===== src/rtl/pack_leb128.sv =====
// pack_leb128 -- streaming LEB128 encoder.
//
// Takes one typed 64-bit value and emits its LEB128 encoding as bytes, one
// per cycle, under valid/ready backpressure.
//
// Parameters
//   SIGNED     1: signed varintN, 0: unsigned varuintN
// Ports
//   clk        clock, all state on rising edge
//   reset      asynchronous active-low reset
//   in_valid   in_value/in_type offered
//   in_ready   encoder idle and out of reset, can take a value
//   in_value   value; only [31:0] used for i32
//   in_type    2'b00 i32, 2'b01 i64, 2'b1x illegal (float)
//   out_valid  out_byte holds an encoded byte
//   out_ready  sink accepts out_byte this cycle
//   out_byte   encoded byte, bit7 = continuation
//   out_last   final byte of the current value
//   out_len    byte count of the current value, valid with out_last
//   error      one-cycle pulse after an illegal in_type was accepted
module pack_leb128 #(
    parameter bit SIGNED = 1'b1
) (
    input  logic        clk,
    input  logic        reset,
    input  logic        in_valid,
    output logic        in_ready,
    input  logic [63:0] in_value,
    input  logic [1:0]  in_type,
    output logic        out_valid,
    input  logic        out_ready,
    output logic [7:0]  out_byte,
    output logic        out_last,
    output logic [3:0]  out_len,
    output logic        error
);

    typedef enum logic {S_IDLE, S_EMIT} state_t;

    state_t      state, state_nxt;
    logic [63:0] work;
    logic [63:0] rest;
    logic [63:0] load;
    logic [6:0]  low7;
    logic        last;
    logic [3:0]  cnt;
    logic        live_q;   // low while in reset, high from the first clock after
    logic        err_q;
    logic        accept;
    logic        legal;
    logic        fire;
    logic        fill;

    assign legal  = ~in_type[1];
    assign accept = in_valid && in_ready;
    assign fire   = out_valid && out_ready;

    // Shift-in bit for the 7-bit step: sign for signed, zero for unsigned.
    assign fill = SIGNED ? work[63] : 1'b0;
    assign low7 = work[6:0];
    assign rest = {{7{fill}}, work[63:7]};

    // A signed encoding may stop once the remaining bits are pure sign
    // extension of bit 6 of the byte just emitted.
    always_comb begin
        if (SIGNED)
            last = ((rest == '0) && !low7[6]) || ((rest == '1) && low7[6]);
        else
            last = (rest == '0);
    end

    // i32 is widened so the same 64-bit shift path handles both types.
    always_comb begin
        if (in_type[0])
            load = in_value;
        else
            load = {{32{SIGNED ? in_value[31] : 1'b0}}, in_value[31:0]};
    end

    always_comb begin
        state_nxt = state;
        case (state)
            S_IDLE: if (accept && legal) state_nxt = S_EMIT;
            S_EMIT: if (fire && last)    state_nxt = S_IDLE;
            default:                     state_nxt = S_IDLE;
        endcase
    end

    always_ff @(posedge clk or negedge reset) begin
        if (!reset) begin
            state  <= S_IDLE;
            work   <= '0;
            cnt    <= '0;
            live_q <= 1'b0;
            err_q  <= 1'b0;
        end else begin
            state  <= state_nxt;
            live_q <= 1'b1;
            err_q  <= accept && !legal;
            if (accept && legal) begin
                work <= load;
                cnt  <= '0;
            end else if (fire) begin
                work <= rest;
                if (cnt != 4'hF) cnt <= cnt + 4'd1;
            end
        end
    end

    // Outputs derive from held state only, so they stay stable while the
    // sink stalls and drop to zero as soon as reset forces IDLE.
    assign in_ready  = live_q && (state == S_IDLE);
    assign out_valid = (state == S_EMIT);
    assign out_byte  = out_valid ? {~last, low7} : 8'h00;
    assign out_last  = out_valid && last;
    assign out_len   = out_last ? (cnt + 4'd1) : 4'd0;
    assign error     = err_q;

endmodule

===== config.mk =====
export PLATFORM = sky130hd
export DESIGN_NAME = pack_leb128
export DESIGN_NICKNAME = d
export VERILOG_FILES = /design/src/rtl/pack_leb128.sv
export SDC_FILE = /design/constraint.sdc
export NUM_CORES = 1
export LEC_CHECK = 0
export CAP_MARGIN = 0
export CORE_ASPECT_RATIO = 0.5
export CORE_MARGIN = 5
export CORE_UTILIZATION = 54
export CTS_CLUSTER_SIZE = 30
export DETAILED_ROUTE_END_ITERATION = 8
export PLACE_DENSITY_LB_ADDON = 0.08
export REMOVE_ABC_BUFFERS = 1
export SLEW_MARGIN = 20
export SYNTH_ARGS = -nofsm -noshare
export SYNTH_HDL_FRONTEND = slang
export SYNTH_SLANG_ARGS = --single-unit

===== constraint.sdc =====
create_clock -name clk -period 3.7 [get_ports clk]
set_input_delay 0.37 -clock clk [delete_from_list [all_inputs] [get_ports clk]]
set_output_delay 0.37 -clock clk [all_outputs]
set_load 0.02 [all_outputs]

==> results of run 1 <==
==> how the worst max path moves through the flow <==
stage | from | to | slack, ns | cells after the start
6_report | work[59] | out_len[3] | 0.46 | 6
5_1_grt | work[59] | out_len[3] | 0.32 | 6
4_1_cts | work[59] | out_len[2] | 0.47 | 6
3_5_place_dp | work[59] | out_len[2] | 0.82 | 6
3_3_place_gp | work[20] | out_len[1] | 0.88 | 6
2_1_floorplan | out_valid | work[32] | 0.69 | 4
==> layout make-up <==
cell class	count	area share [%]
sequential	71	36.3
multi-input combinational	321	35.2
timing repair buffer	93	19.1
clock buffer	9	4.60
clock inverter	7	2.48
tap	92	2.35
==> cells in the mapped netlist (all sizes together), types with 2 or more instances <==
library cell / number
nand2: 122
dfrtp: 71
a31oi: 49
nor2: 33
clkbuf: 29
a211oi: 22
nand4: 18
nor4: 17
a21oi: 11
and2: 10
a22oi: 7
o211ai: 7
buf: 6
o21ai: 3
a221o: 2
and2b: 2
and3: 2
nand3: 2
nor2b: 2
xor2: 2
==> registers in the layout (all words and copies together), names as in the netlist <==
register and count:
out_valid 1, error 1, work 64, live_q 1
cnt 4
==> stage by stage <==
stage / instance area, sq um / hold WS (ns) / utilization (%) / setup slack [ns] / cells
after detailed placement: 4550 / 0.462 / 68.7 / 0.824 / 577
final: 4900 / 0.0430 / 74.0 / 0.462 / 593
after global routing: 4900 / 0.0942 / 74.0 / 0.325 / 593
after global placement: 4550 / 0.451 / 68.7 / 0.880 / 577
after floorplan: 3500 / 0.0744 / - / 0.690 / 392
after CTS: 4890 / 0.281 / 73.9 / 0.471 / 593
==> cell families after synthesis <==
kind of cell             count (synthesis)  share of synthesized area [%]
multiplexers                             1                          0.310
adder cells (fa/ha/maj)                  1                          0.344
AO/OA/AOI/OAI                          104                           19.3
XOR/XNOR                                 2                          0.482
flip-flops                              71                           48.9
buffers and inverters                   35                           3.69
other                                    1                          0.103
AND/OR/NAND/NOR                        212                           26.9
==> per-layer routing <==
layer  wire length, microns  share of wire (%)
met1                   4530                 45
met2                   4440                 44
met3                   1030                 10
met4                    138                1.4
met5                      0                  0
==> power by group <==
part	switching (W)	total (W)	internal, W
clock	0.000346	0.00101	0.000659
sequential	0.000403	0.00153	0.00113
combinational	0.000472	0.000939	0.000467
total	0.00122	0.00348	0.00226
==> reports/qor.yml, run 1 <==
synth:
  ys_async_sr_fraction_pct: 100
  yosys-top-cells-area: "dfrtp_1 (49%), nand2_1 (13%), a31oi_1 (8.4%), a211oi_1 (4.5%), nor2_1 (3.4%)"
  ys_seq_area_share_pct: 48.9
  yosys.area.top_type: "dfrtp_1"
  syn_area_sq_um: 3630
  ys_types: 34
  synth-edff-count: 0
  synth.top_cell.area_share_pct: 48.9
  avgSynthCellArea_sq_um: 8.51
  ys_ff_latch: 71
  yosys_most_used_dff: "dfrtp_1"
  yosys_warnings: 0
  synth_cells: 427
place:
  hpwl_mm: 6.89
  gp_routability_congestion: 0.918
  portBuffers: 85
final_layout:
  drive_gt1_share_pct: 6.99
  multiInputGateArea_sq_um: 1730
  fill_cells: 521
  layout.area.seq_sq_um: 1780
  nets: 567
  final_common_cell: "nand2_1"
  antennaDiodeCount: 0
  most-common-layout-cells: "nand2_1 (122), clkdlybuf4s50_1 (84), dfrtp_1 (71), a31oi_1 (49), nor2_1 (33)"
  area_delta_synth_final_pct: 34.8
detailed_routing:
  drt-initial-drc-count: 458
  wl_per_cell_microns: 17.1
  drc: 0
  dr.pass1.iters: 8
  drt_wl_total_mm: 10.1
  via_per_inst: 5.99
  num_vias: 3552
  antenna_left: 0
floorplanning:
  die_w_microns: 126
  die-area_sq_um: 8570
  die_y_microns: 68.0
  coreArea_sq_um: 6620
  start_util_pct: 54.9
  ios: 86
  num_rows: 21
setup_path:
  end_kind: "primary output"
  worst_path_max_delay_cell: "clkdlybuf4s50_1"
  rr_startpoint: "out_valid"
  worst-r2r-cell-count: 4
  cp.arrival_ns: 2.87
  reg2reg_to: "cnt[0]"
  cp_max_fo: 5
  cp_num_buf_inv: 1
  max_stage_delay_ns: 0.59
  crit_chain: "nor4_1, nand4_1, or4_4, a21boi_4, and2b_1, clkdlybuf4s50_1"
  cp-start-kind: "flip-flop"
  required_ns: 3.33
  reg2reg_setup_slack_ns: 1.39
  cp_top_family: "simple AND/OR/NAND/NOR gates"
  critical_path_class: "reg2out"
power_and_ir_drop:
  p_per_area_nw_per_um2: 710
  p_leak_nw: 2.01
  vdd_drop_max_mv: 0.277
  total_power_w: 0.00348
clock_tree:
  clockBufferDepth: 2
  postCtsSetupBuffers: 0
  htree_num_levels: 3
  cts_tree: "yes"
  cts_sinks: 71
  cts_root_buf: "clkbuf_16"
  clk_pin_slew_ns: 0.06
  cts_resized: 0
  clk_latency_ns: 0.34
  cts_buffers: 9
  cts_hold_buf: 0
flow_run:
  drv_cap: 0
global_route:
  grt_pass1_wl_mm: 16.6
  grt_start_max_net_pins: 108
  antenna_found_initial: 0
  grt_use_total_pct: 24.8
  grt.met3_usage_pct: 7.40
  grtUsageMet2_pct: 36.8
  grt_pass1_vias: 3317
  overflow: 0
  grt_util_met1_pct: 35.3
  grt.busiest_layer: "met2"
timing:
  period_needed_ns: 3.24
  setup_viol: 0
  max_freq_ghz: 0.309
  setup_tns_ns: 0
  post-route-period-util_pct: 87.5
  finalMaxSlewViolations: 0
  tightestPinTransition_ns: 0.881
  slew_headroom_pct: 41.1
  finalHoldViolations: 0
  rsz0062_at_grt: "no"
  skew_ns: 0.00754
min_path:
  hold_path.class: "in2async"
outcome:
  status: "finished, final reports clean"
(Power assumes the default switching activity.)
==> inputs of run 2 (changes only) <==
--- a/config.mk
+++ b/config.mk
@@ -5,6 +5,7 @@
 export SDC_FILE = /design/constraint.sdc
 export NUM_CORES = 1
 export LEC_CHECK = 0
+export ABC_CLOCK_PERIOD_IN_PS = 3700
 export CAP_MARGIN = 0
 export CORE_ASPECT_RATIO = 0.5
 export CORE_MARGIN = 5
==> results of run 2 <==
Final layout, timing and power as in run 1 (identical DEF).
